File: config.mk
export PLATFORM = sky130hd
export DESIGN_NAME = uart_tx_arbiter
export DESIGN_NICKNAME = d
export VERILOG_FILES = /design/src/rtl/uart_tx_arbiter_pkg.sv /design/src/rtl/uart_bit_timer.sv /design/src/rtl/uart_tx_arbiter.sv
export SDC_FILE = /design/constraint.sdc
export NUM_CORES = 1
export LEC_CHECK = 0
export BUFFER_PORTS_ARGS = -buffer_cell sky130_fd_sc_hd__buf_2
export CORE_UTILIZATION = 42
export CTS_CLUSTER_DIAMETER = 120
export DETAILED_ROUTE_END_ITERATION = 7
export PLACE_DENSITY = 0.6
export SETUP_SLACK_MARGIN = 0.02
export SYNTH_ARGS = -nofsm -noshare
export SYNTH_HDL_FRONTEND = slang
export SYNTH_SLANG_ARGS = --single-unit
File: constraint.sdc
create_clock -name clk -period 3.55 [get_ports clk]
set_input_delay 0.71 -clock clk [delete_from_list [all_inputs] [get_ports clk]]
set_output_delay 0.71 -clock clk [all_outputs]
set_load 0.01 [all_outputs]
File: src/rtl/uart_tx_arbiter_pkg.sv
// Shared definitions for the two-requester UART transmitter: FSM state
// encoding, frame constants and the round-robin grant rule.
package uart_tx_arbiter_pkg;

   localparam int unsigned DATA_BITS = 8;
   localparam int unsigned NUM_REQ   = 2;
   localparam int unsigned BIT_IDX_W = $clog2(DATA_BITS);

   typedef enum logic [1:0] {
      IDLE  = 2'd0,
      START = 2'd1,
      DATA  = 2'd2,
      STOP  = 2'd3
   } tx_state_e;

   // Single requester wins outright; on a tie the one that was not served last wins.
   function automatic logic [NUM_REQ-1:0] rr_grant(input logic [NUM_REQ-1:0] valid,
                                                   input logic               last_grant);
      logic [NUM_REQ-1:0] g;
      g = valid;
      if (&valid) begin
         g = last_grant ? NUM_REQ'(1) : NUM_REQ'(2);
      end
      return g;
   endfunction

endpackage

File: src/rtl/uart_bit_timer.sv
// Bit-period counter for the UART transmitter.
//   clk, rst_n : clock, asynchronous active-low reset
//   clear      : synchronous restart of the count at 0
//   en         : count while high (frame in progress)
//   bit_end    : strobe in the last cycle of each bit period
module uart_bit_timer #(
   parameter int unsigned CLOCKS_PER_BIT = 5000
) (
   input  logic clk,
   input  logic rst_n,
   input  logic clear,
   input  logic en,
   output logic bit_end
);

   localparam int unsigned    CNT_W = (CLOCKS_PER_BIT > 1) ? $clog2(CLOCKS_PER_BIT) : 1;
   localparam logic [CNT_W-1:0] LAST = CNT_W'(CLOCKS_PER_BIT - 1);

   logic [CNT_W-1:0] cnt;

   assign bit_end = en && (cnt == LAST);

   // Counter 0..CLOCKS_PER_BIT-1, wrapping at the end of every bit.
   always_ff @(posedge clk or negedge rst_n) begin
      if (!rst_n) begin
         cnt <= '0;
      end else if (clear) begin
         cnt <= '0;
      end else if (en) begin
         if (cnt == LAST) begin
            cnt <= '0;
         end else begin
            cnt <= cnt + CNT_W'(1);
         end
      end
   end

endmodule

File: src/rtl/uart_tx_arbiter.sv
// Two-requester UART transmitter (8N1) with round-robin arbitration.
//   clk, rst_n           : clock, asynchronous active-low reset
//   req_valid[1:0]       : per-requester byte valid
//   req_data0, req_data1 : bytes offered by requester 0 / 1
//   req_ready[1:0]       : per-requester ready, only in IDLE, at most one high
//   tx                   : registered serial line, idle high
//   busy                 : frame in progress
//   grant_id             : requester of the current or most recent frame
module uart_tx_arbiter
   import uart_tx_arbiter_pkg::*;
#(
   parameter int unsigned CLOCKS_PER_BIT = 5000
) (
   input  logic                 clk,
   input  logic                 rst_n,
   input  logic [NUM_REQ-1:0]   req_valid,
   input  logic [DATA_BITS-1:0] req_data0,
   input  logic [DATA_BITS-1:0] req_data1,
   output logic [NUM_REQ-1:0]   req_ready,
   output logic                 tx,
   output logic                 busy,
   output logic                 grant_id
);

   tx_state_e            state;
   logic [DATA_BITS-1:0] shift_q;
   logic [BIT_IDX_W-1:0] bit_idx;
   logic                 last_grant;
   logic [NUM_REQ-1:0]   grant;
   logic                 hs;
   logic                 hs_id;
   logic                 bit_end;

   // Ready is gated by rst_n so nothing is offered while reset is held.
   assign grant     = rr_grant(req_valid, last_grant);
   assign req_ready = (rst_n && (state == IDLE)) ? grant : '0;
   assign hs        = |(req_valid & req_ready);
   assign hs_id     = grant[1];
   assign busy      = (state != IDLE);

   uart_bit_timer #(
      .CLOCKS_PER_BIT(CLOCKS_PER_BIT)
   ) u_bit_timer (
      .clk    (clk),
      .rst_n  (rst_n),
      .clear  (hs),
      .en     (busy),
      .bit_end(bit_end)
   );

   // Frame FSM; tx is updated together with the state so the line never glitches.
   always_ff @(posedge clk or negedge rst_n) begin
      if (!rst_n) begin
         state      <= IDLE;
         tx         <= 1'b1;
         shift_q    <= '0;
         bit_idx    <= '0;
         grant_id   <= 1'b0;
         last_grant <= 1'b1;
      end else begin
         case (state)
            IDLE: begin
               if (hs) begin
                  shift_q    <= hs_id ? req_data1 : req_data0;
                  grant_id   <= hs_id;
                  last_grant <= hs_id;
                  bit_idx    <= '0;
                  tx         <= 1'b0;
                  state      <= START;
               end
            end
            START: begin
               if (bit_end) begin
                  bit_idx <= '0;
                  tx      <= shift_q[0];
                  state   <= DATA;
               end
            end
            DATA: begin
               if (bit_end) begin
                  shift_q <= shift_q >> 1;
                  if (bit_idx == BIT_IDX_W'(DATA_BITS - 1)) begin
                     tx    <= 1'b1;
                     state <= STOP;
                  end else begin
                     bit_idx <= bit_idx + BIT_IDX_W'(1);
                     tx      <= shift_q[1];
                  end
               end
            end
            STOP: begin
               if (bit_end) begin
                  state <= IDLE;
               end
            end
            default: state <= IDLE;
         endcase
      end
   end

endmodule

# ---- Word-level counts from Yosys, hierarchy flattened
# Index checks and enable logic that the tools add are counted.
dict set report word_totals {
  reg_bits 29
  latchBits 0
  mem_bits_rw 0
  mem_bits_ro 0
  in_bits 20
  elab_cells 61
  n_memories 0
}
dict set report classes {
  n_addsub 2
  n_mul 0
  div 0
  n_lt_le_gt_ge 0
  eq_ne 11
  shift 0
  mux 26
  bitwise_logic 1
  n_reduce_logical 14
}
# operator n
set ops {}
lappend ops {{13-bit two-way mux} 3}
lappend ops {{8-bit two-way mux} 3}
lappend ops {{2-bit two-way mux} 8}
lappend ops {{8-bit one-hot mux with 2 select lines} 1}
lappend ops {{13-bit by 1-bit adder with 13-bit output, second input constant} 1}
lappend ops {{13-bit equality test, second input constant} 1}
lappend ops {{3-bit two-way mux} 4}
lappend ops {{2-bit inequality test, second input constant} 6}
lappend ops {{5-bit AND reduction} 2}
lappend ops {{3-bit one-hot mux with 3 select lines} 1}
lappend ops {{2-bit one-hot mux with 4 select lines} 1}
lappend ops {{2-bit nonzero test} 3}
lappend ops {{2-bit equality test, second input constant} 2}
lappend ops {{1-bit two-way mux} 4}
lappend ops {{2-bit AND reduction} 2}
lappend ops {{4-bit AND reduction} 1}
lappend ops {{3-bit by 1-bit adder with 3-bit output, second input constant} 1}
lappend ops {{3-bit equality test, second input constant} 1}
lappend ops {{1-bit one-hot mux with 3 select lines} 1}
lappend ops {{3-bit AND reduction} 1}
lappend ops {{3-bit nonzero test} 1}
lappend ops {{2-bit AND} 1}
lappend ops {{2-bit by 1-bit equality test with 1-bit output, second input constant} 1}
lappend ops {{1-bit logical AND} 2}
lappend ops {{2 further kinds} 2}

# ---- Logic depth before layout (Yosys ltp)
# Gate-level depths: netlist of run 1.
dict set report depth {
  word_depth 7
  depth_mapped 7
  ltp_nobuf 6
}

# ---- Modules after synthesis
# A second synthesis of run 1 with hierarchy kept.
dict set report hier_totals {
  hier_cells 177
  area_unflattened_um2 1717.9
}
# mod instances cells_per_inst area_each_um2 seq_area_each_um2
set by_module_without_submodules {}
lappend by_module_without_submodules {uart_tx_arbiter 1 105 960.9 402.9}
lappend by_module_without_submodules {uart_bit_timer 1 72 757.0 325.3}

# ---- Worst setup path before layout of run 1
# Ideal clock, no wire load.
dict set report synth_timing {
  path_kind {input port to output port}
  from {input req_valid[1]}
  to {output req_ready[1]}
  arrival_ns 1.295
  slack_ns 1.545
  path_stages 3
  n_path_buf 1
  path_cell_list {a21boi_0 -> buf_2 -> and2_1}
}
dict set report synth_between {
  elab_chain_len 3
}
# element line_no
set synth_rtl {}
lappend synth_rtl {{start: declaration} uart_tx_arbiter.sv:16} ;# input logic [NUM_REQ-1:0] req_valid,
lappend synth_rtl {{2-bit AND reduction} uart_tx_arbiter_pkg.sv:21} ;# if (&valid) begin
lappend synth_rtl {{2-bit two-way mux (*)} uart_tx_arbiter_pkg.sv:21}
lappend synth_rtl {{2-bit two-way mux (*)} uart_tx_arbiter.sv:36} ;# assign req_ready = (rst_n && (state == IDLE)) ? grant : '0;
lappend synth_rtl {{end: declaration} uart_tx_arbiter.sv:19} ;# output logic [NUM_REQ-1:0] req_ready,
# Mark *: on every way between the ends. The rest lies on a longest branch, timed or not.

# ---- Final worst setup path of run 1
dict set report layout_timing {
  from {register state[0]}
  to {output req_ready[0]}
}
dict set report layout_between {
  elab_chain_len 3
}
# element line_no
set layout_rtl {}
lappend layout_rtl {{start: declaration} uart_tx_arbiter.sv:25} ;# tx_state_e state;
lappend layout_rtl {{start signal: assignment} uart_tx_arbiter.sv:54} ;# state <= IDLE;
lappend layout_rtl {{start signal: assignment} uart_tx_arbiter.sv:69} ;# state <= START;
lappend layout_rtl {{start signal: assignment} uart_tx_arbiter.sv:76} ;# state <= DATA;
lappend layout_rtl {{2-bit logical NOT} uart_tx_arbiter.sv:36}
lappend layout_rtl {{1-bit logical AND} uart_tx_arbiter.sv:36}
lappend layout_rtl {{2-bit two-way mux} uart_tx_arbiter.sv:36}
# No other way between the ends.

==> insert_results.sql, run 1 <==
INSERT INTO impl_metrics (metric_group, metric, value, unit) VALUES
('finish', 'finish.cell_count_without_fillers', '256', ''),
('yosys', 'yosys_warnings', '0', ''),
('finish', 'nNetsFinal', '232', ''),
('cts', 'ctsResizeCount', '0', ''),
('yosys', 'syn_nets', '203', ''),
('die', 'die_width', '66.51', 'um'),
('power', 'switching_share_of_total_power', '0.3817', ''),
('power', 'cell_internal_pwr', '0.9039', 'mW'),
('yosys', 'dominantRegCellSynth', 'sky130_fd_sc_hd__dfrtp_1', ''),
('cts', 'htree_num_levels', '2', ''),
('sta', 'rsz_0062_raised_after_global_routing', 'false', ''),
('drt', 'dr_total_vias', '1462', ''),
('finish', 'multi_input_gate_area_in_the_final_layout', '965.9', 'sq um'),
('sta', 'hold_viol', '0', ''),
('sta', 'worst_slew_pin_slew', '0.7130', 'ns'),
('sta', 'timing.final.crit_share', '0.7262', ''),
('finish', 'nFillCells', '365', ''),
('yosys', 'syn-mean-instance-area', '9.931', 'sq um'),
('die', 'initial_utilization', '0.4370', ''),
('finish', 'drive_gt1_frac', '0.2670', ''),
('sta', 'relSlewSlack', '0.5196', ''),
('yosys', 'synth.ff_latch_count', '29', ''),
('power', 'power_per_cell_area', '717.2', 'nW/um^2'),
('outcome', 'run_status', 'complete, no violations', ''),
('global_routing', 'grt_first_pass_wirelength', '6437', 'um'),
('yosys', 'synth_cells', '176', ''),
('global_routing', 'first_global_vias', '1402', ''),
('cts', 'clk_path_buf_depth', '2', ''),
('cts', 'cts_inserted_buffers', '5', ''),
('setup_path', 'arrival', '1.87', 'ns'),
('yosys', 'synth_cell_types', '50', ''),
('place', 'buffer_ports.inserted', '24', ''),
('power', 'pwr-share-clk', '0.204', ''),
('drt', 'drtPass1Iterations', '4', ''),
('cts', 'cts_hold_buffers', '0', ''),
('yosys', 'syn-cell-area', '1748', 'sq um'),
('die', 'core_area', '4000', 'sq um'),
('cts', 'count_of_clock_tree_sinks', '29', ''),
('drt', 'route.final.wire_length', '3762', 'um'),
('yosys', 'ys_top_cells_by_area', 'sky130_fd_sc_hd__dfrtp_1, sky130_fd_sc_hd__mux2_2, sky130_fd_sc_hd__ha_1', ''),
('setup_path', 'critical_path_required', '2.84', 'ns'),
('yosys', 'synthDominantCellAreaShare', '0.3865', ''),
('setup_path', 'worst_setup_path_start_kind', 'register', ''),
('die', 'floorplan.rows', '23', ''),
('power', 'worst_ir_drop_vdd', '269.9', 'uV'),
('run', 'cap_viol_max_count', '0', ''),
('sta', 'tns', '0', 'ns'),
('finish', 'antenna-diode-count', '0', ''),
('sta', 'fmax', '387.9', 'MHz'),
('yosys', 'synth.largest_area_cell', 'sky130_fd_sc_hd__dfrtp_1', ''),
('setup_path', 'worst_r2r_path_depth', '7', ''),
('global_routing', 'grt.overflow.total', '0', ''),
('drt', 'drt_drc_violations_left', '0', ''),
('yosys', 'synth_sequential_area_ratio', '0.4166', ''),
('sta', 'maxSlewViolCount', '0', ''),
('sta', 'timing.final.crit_period', '2.578', 'ns'),
('die', 'die_area', '4424', 'sq um'),
('place', 'dp_hpwl', '2784', 'um'),
('die', 'die_h', '66.51', 'um'),
('cts', 'cts_post_setup_buffers_inserted', '0', ''),
('cts', 'clk_pin_slew_worst_paths', '0.06', 'ns'),
('setup_path', 'endpoint_class_of_the_critical_path', 'primary output', ''),
('power', 'p_sw', '0.5580', 'mW'),
('finish', 'seqCellArea', '728.2', 'sq um'),
('place', 'place_congestion', '0.8376', ''),
('drt', 'detail-route-antenna-nets', '0', ''),
('drt', 'vias_per_cell', '5.711', ''),
('cts', 'root_buffer', 'sky130_fd_sc_hd__clkbuf_8', ''),
('die', 'top_ports', '25', ''),
('global_routing', 'grt_start_max_net_pins', '25', ''),
('yosys', 'synth.cells.most_frequent', 'sky130_fd_sc_hd__dfrtp_1, sky130_fd_sc_hd__nand2_1, sky130_fd_sc_hd__mux2_2, sky130_fd_sc_hd__nor2_1, sky130_fd_sc_hd__o21ai_0', '');
stage by stage:
stage               worst slack, ns  hold slack, ns  instance area, sq um  power (mW)  utilization
finish                       0.9720          0.2732                  2038       1.462       0.5095
floorplan                     1.545          0.4144                  1748      0.9947            -
global route                 0.8064          0.2763                  2038       1.581       0.5095
detailed placement            1.209          0.4955                  1937       1.168       0.4842
global placement              1.264          0.4904                  1937       1.142       0.4842
CTS                          0.9513          0.2686                  2038       1.476       0.5095
area by class of cell:
type,count,area share
Clock buffer,7,0.04727
Inverter,8,0.01473
Clock inverter,1,0.002455
Tap cell,50,0.03069
Sequential cell,29,0.3573
Timing Repair Buffer,28,0.07366
Multi-Input combinational cell,133,0.4739
cells by family after synthesis:
kind of cell | synth area share
AO/OA/AOI/OAI | 0.1890
XOR/XNOR | 0.02505
adder cells (fa/ha/maj) | 0.05011
buffers and inverters | 0.03078
flip-flops | 0.4166
multiplexers | 0.1188
AND/OR/NAND/NOR | 0.1697
critical path: stages, from the launching register on:
cell and delay, ns:
sky130_fd_sc_hd__dfrtp_1 0.40, sky130_fd_sc_hd__inv_1 0.11, sky130_fd_sc_hd__ha_1 0.16, sky130_fd_sc_hd__buf_4 0.22, sky130_fd_sc_hd__and2_0 0.29, sky130_fd_sc_hd__nand2_1 0.09
sky130_fd_sc_hd__a21oi_1 0.16, sky130_fd_sc_hd__buf_2 0.16
worst paths after layout:
| path | slack, ns | endpoint | from |
|---|---|---|---|
| worst max-delay path | 0.97 | req_ready[0] | state[0] |
| worst min-delay path | 0.27 | u_bit_timer.cnt[7] | rst_n |
| worst max register to register | 1.32 | shift_q[1] | state[0] |
| worst min register to register | 0.51 | shift_q[3] | shift_q[3] |
| max in group asynchronous | 2.69 | tx | rst_n |
| min in group clk | 0.51 | shift_q[3] | shift_q[3] |
metal layers:
metal,vias to the layer above,track usage,share of wire
met5,-,0,0
met2,41,0.3316,0.50
li1,712,-,-
met1,700,0.2349,0.43
met4,0,0.09574,0.020
met3,9,0.05137,0.045
power by group through the flow:
stage | sequential, mW | clock [mW] | combinational, mW
3_5_place_dp | 0.557 | 0 | 0.611
4_1_cts | 0.552 | 0.308 | 0.616
5_1_grt | 0.571 | 0.326 | 0.684
6_report | 0.553 | 0.298 | 0.611
2_1_floorplan | 0.534 | 0 | 0.461
3_3_place_gp | 0.552 | 0 | 0.591
sequential cells by signal (all words and copies together) (netlist names):
name             flops
state                2
shift_q              8
last_grant           1
u_bit_timer.cnt     13
tx                   1
bit_idx              3
grant_id             1
layout by cell type, fill, tap and decap left out, drive strengths merged, types with 3 or more instances in the layout:
cell	count
and3	3
xnor2	5
dfrtp	27
nand3	8
clkbuf	7
o21ai	12
a31oi	6
and2	3
mux2	11
mux2i	8
buf	28
nand4	4
a21oi	4
inv	8
nand2	18
nor2	10
ha	7
a211oi	3
Power figures use the tool's default switching activity.
==> run 2, diff against run 1 <==
==> constraint.sdc (replaced) <==
create_clock -name clk -period 2.5 [get_ports clk]
set_input_delay 0.5 -clock clk [delete_from_list [all_inputs] [get_ports clk]]
set_output_delay 0.5 -clock clk [all_outputs]
set_load 0.01 [all_outputs]
==> run 2 against run 1 <==
- core utilization down 0.28 points
- count of clock-buffer cells in the layout down 1
- combinational power up 42%
- power up 39%
- critical path depth down 1
- die area unchanged
- first-iteration DRC count up 44%
- sequential power up 42%
- via count up 0.14%
==> insert_results.sql, run 2 (synthesized netlist as in run 1, its figures left out) <==
INSERT INTO impl_metrics (metric_group, metric, value, unit) VALUES
('finish', 'commonest_non_fill_non_tap_cell_in_the_layout', 'sky130_fd_sc_hd__dfrtp_1', ''),
('drt', 'dr_total_vias', '1464', ''),
('drt', 'drt_drc_violations_left', '0', ''),
('finish', 'syn_to_final_growth', '15.96', '%'),
('drt', 'route.met3.wl', '168', 'um'),
('drt', 'route.final.wire_length', '3858', 'um'),
('drt', 'met1_length', '1787', 'um'),
('finish', 'drive_gt1_frac', '0.2657', ''),
('setup_path', 'critical_path_peak_fanout', '6', ''),
('sta', 'worst_slew_pin_slew', '0.4843', 'ns'),
('cts', 'cts_hold_buffers', '0', ''),
('cts', 'clk_pin_slew_worst_paths', '0.07', 'ns'),
('cts', 'insertion_delay', '0.28', 'ns'),
('sta', 'maxSlewViolCount', '0', ''),
('global_routing', 'grt_first_pass_wirelength', '6403', 'um'),
('finish', 'utilization', '0.5067', ''),
('place', 'place_congestion', '0.8197', ''),
('global_routing', 'grt.total_usage', '0.1949', ''),
('sta', 'timing.final.crit_share', '0.8730', ''),
('sta', 'tns', '0', 'ns'),
('global_routing', 'grt_start_max_net_pins', '22', ''),
('cts', 'htree_num_levels', '2', ''),
('setup_path', 'arrival', '1.68', 'ns'),
('drt', 'detail-route-antenna-nets', '0', ''),
('setup_path', 'timing.critical_path.cells', 'inv_1, ha_1, and2_0, nand2_1, a21oi_1, buf_2', ''),
('cts', 'root_buffer', 'sky130_fd_sc_hd__clkbuf_8', ''),
('die', 'core_area', '4000', 'sq um'),
('power', 'power_per_cell_area', '1000', 'nW/um^2'),
('setup_path', 'r2r-start', 'state[0]', ''),
('cts', 'clk_path_buf_depth', '2', ''),
('setup_path', 'endpoint_class_of_the_critical_path', 'primary output', ''),
('finish', 'antenna-diode-count', '0', ''),
('die', 'die_area', '4424', 'sq um'),
('sta', 'setup-violations-final', '0', ''),
('sta', 'rsz_0062_raised_after_global_routing', 'false', ''),
('hold_path', 'worstHoldPathType', 'input port to asynchronous set/reset pin', ''),
('setup_path', 'regToRegEndpoint', 'shift_q[3]', ''),
('place', 'dp_hpwl', '2847', 'um'),
('global_routing', 'antenna_found_initial', '0', ''),
('power', 'static-leakage-power', '0.8923', 'nW'),
('cts', 'cts_tree', 'done', ''),
('die', 'initial_utilization', '0.4370', ''),
('power', 'worst_ir_drop_vdd', '346.4', 'uV'),
('place', 'buffer_ports.inserted', '24', ''),
('finish', 'nFillCells', '372', ''),
('finish', 'max_reg_flops', '13', ''),
('setup_path', 'reg2reg_setup_slack', '0.45', 'ns'),
('setup_path', 'worstSetupPathType', 'register to primary output', ''),
('drt', 'drtPass1Iterations', '4', ''),
('sta', 'final.setup_skew', '0.007525', 'ns'),
('sta', 'timing.final.crit_period', '2.183', 'ns'),
('cts', 'cts_inserted_buffers', '5', ''),
('finish', 'mostFrequentLayoutCells', 'sky130_fd_sc_hd__dfrtp_1, sky130_fd_sc_hd__buf_2, sky130_fd_sc_hd__nand2_1', ''),
('die', 'top_ports', '25', ''),
('run', 'cap_viol_max_count', '0', ''),
('setup_path', 'timing.critical_path.slowest_cell_delay', '0.40', 'ns'),
('cts', 'ctsResizeCount', '0', ''),
('sta', 'hold_viol', '0', ''),
('setup_path', 'timing.critical_path.slowest_stage_cell', 'sky130_fd_sc_hd__dfrtp_1', ''),
('die', 'die_h', '66.51', 'um'),
('sta', 'relSlewSlack', '0.6688', ''),
('drt', 'detailroute.wirelength.met2', '1851', 'um'),
('setup_path', 'critical_path_required', '2.00', 'ns'),
('global_routing', 'grt.overflow.total', '0', ''),
('outcome', 'run_status', 'complete, no violations', ''),
('die', 'die_width', '66.51', 'um'),
('finish', 'layout_top_registers', 'u_bit_timer.cnt x13, shift_q x8, bit_idx x3', ''),
('sta', 'hold_ws', '0.06619', 'ns'),
('drt', 'vias_per_cell', '5.696', ''),
('finish', 'nNetsFinal', '233', ''),
('cts', 'cts_post_setup_buffers_inserted', '0', ''),
('global_routing', 'first_global_vias', '1371', ''),
('setup_path', 'worst_r2r_path_depth', '6', ''),
('setup_path', 'worst_setup_path_start_kind', 'register', ''),
('die', 'floorplan.rows', '23', ''),
('drt', 'drt-wirelength-per-cell', '15.01', 'um'),
('sta', 'fmax', '458.2', 'MHz'),
('drt', 'drt_iter0_drc', '59', ''),
('cts', 'count_of_clock_tree_sinks', '29', ''),
('drt', 'routed.top_layer', 'met4', ''),
('finish', 'register_with_the_highest_flop_count', 'u_bit_timer.cnt', '');
==> run 2: worst max-delay path: cells and delay by family (launching register included) <==
kind                     cells  cell delay (ns)
buffers and inverters        2             0.27
AO/OA/AOI/OAI                1             0.16
adder cells (fa/ha/maj)      1             0.19
flip-flops                   1             0.40
AND/OR/NAND/NOR              2             0.38
==> run 2: worst max path at each step <==
stage	from	to	cells past startpoint
6_report	state[0]	req_ready[0]	6
5_1_grt	state[0]	req_ready[0]	6
4_1_cts	state[0]	req_ready[0]	6
3_5_place_dp	rst_n	shift_q[1]	5
3_3_place_gp	rst_n	shift_q[1]	5
2_1_floorplan	state[0]	shift_q[0]	6
==> run 2: final cells by class <==
| type | instances | area (sq um) | share of cell area |
|---|---|---|---|
| Tap cell | 50 | 62.56 | 0.03086 |
| Inverter | 8 | 30.03 | 0.01481 |
| Clock buffer | 6 | 72.57 | 0.03580 |
| Clock inverter | 2 | 10.01 | 0.004938 |
| Sequential cell | 29 | 728.2 | 0.3593 |
| Timing Repair Buffer | 29 | 157.7 | 0.07778 |
| Multi-Input combinational cell | 133 | 965.9 | 0.4765 |
==> run 2: report_power, final <==
group | internal (mW) | total (mW) | switching, mW | leakage (nW)
combinational | 0.399 | 0.869 | 0.470 | 0.486
sequential | 0.645 | 0.788 | 0.143 | 0.361
clock | 0.192 | 0.371 | 0.179 | 0.0450
total | 1.24 | 2.03 | 0.791 | 0.892
==> run 2: metrics by stage <==
| stage | total power [mW] | std cells | setup slack [ns] | area, sq um |
|---|---|---|---|---|
| floorplan | 1.412 | 176 | 0.6946 | 1748 |
| global placement | 1.617 | 249 | 0.4431 | 1944 |
| CTS | 2.042 | 257 | 0.2885 | 2027 |
| detailed placement | 1.658 | 249 | 0.3342 | 1944 |
| global route | 2.181 | 257 | 0.1954 | 2027 |
| finish | 2.027 | 257 | 0.3174 | 2027 |
==> run 2: routing by layer <==
metal | vias up | GRT usage
met3 | 6 | 0.05137
met5 | - | 0
li1 | 716 | -
met2 | 33 | 0.3112
met4 | 0 | 0.07447
met1 | 709 | 0.2505
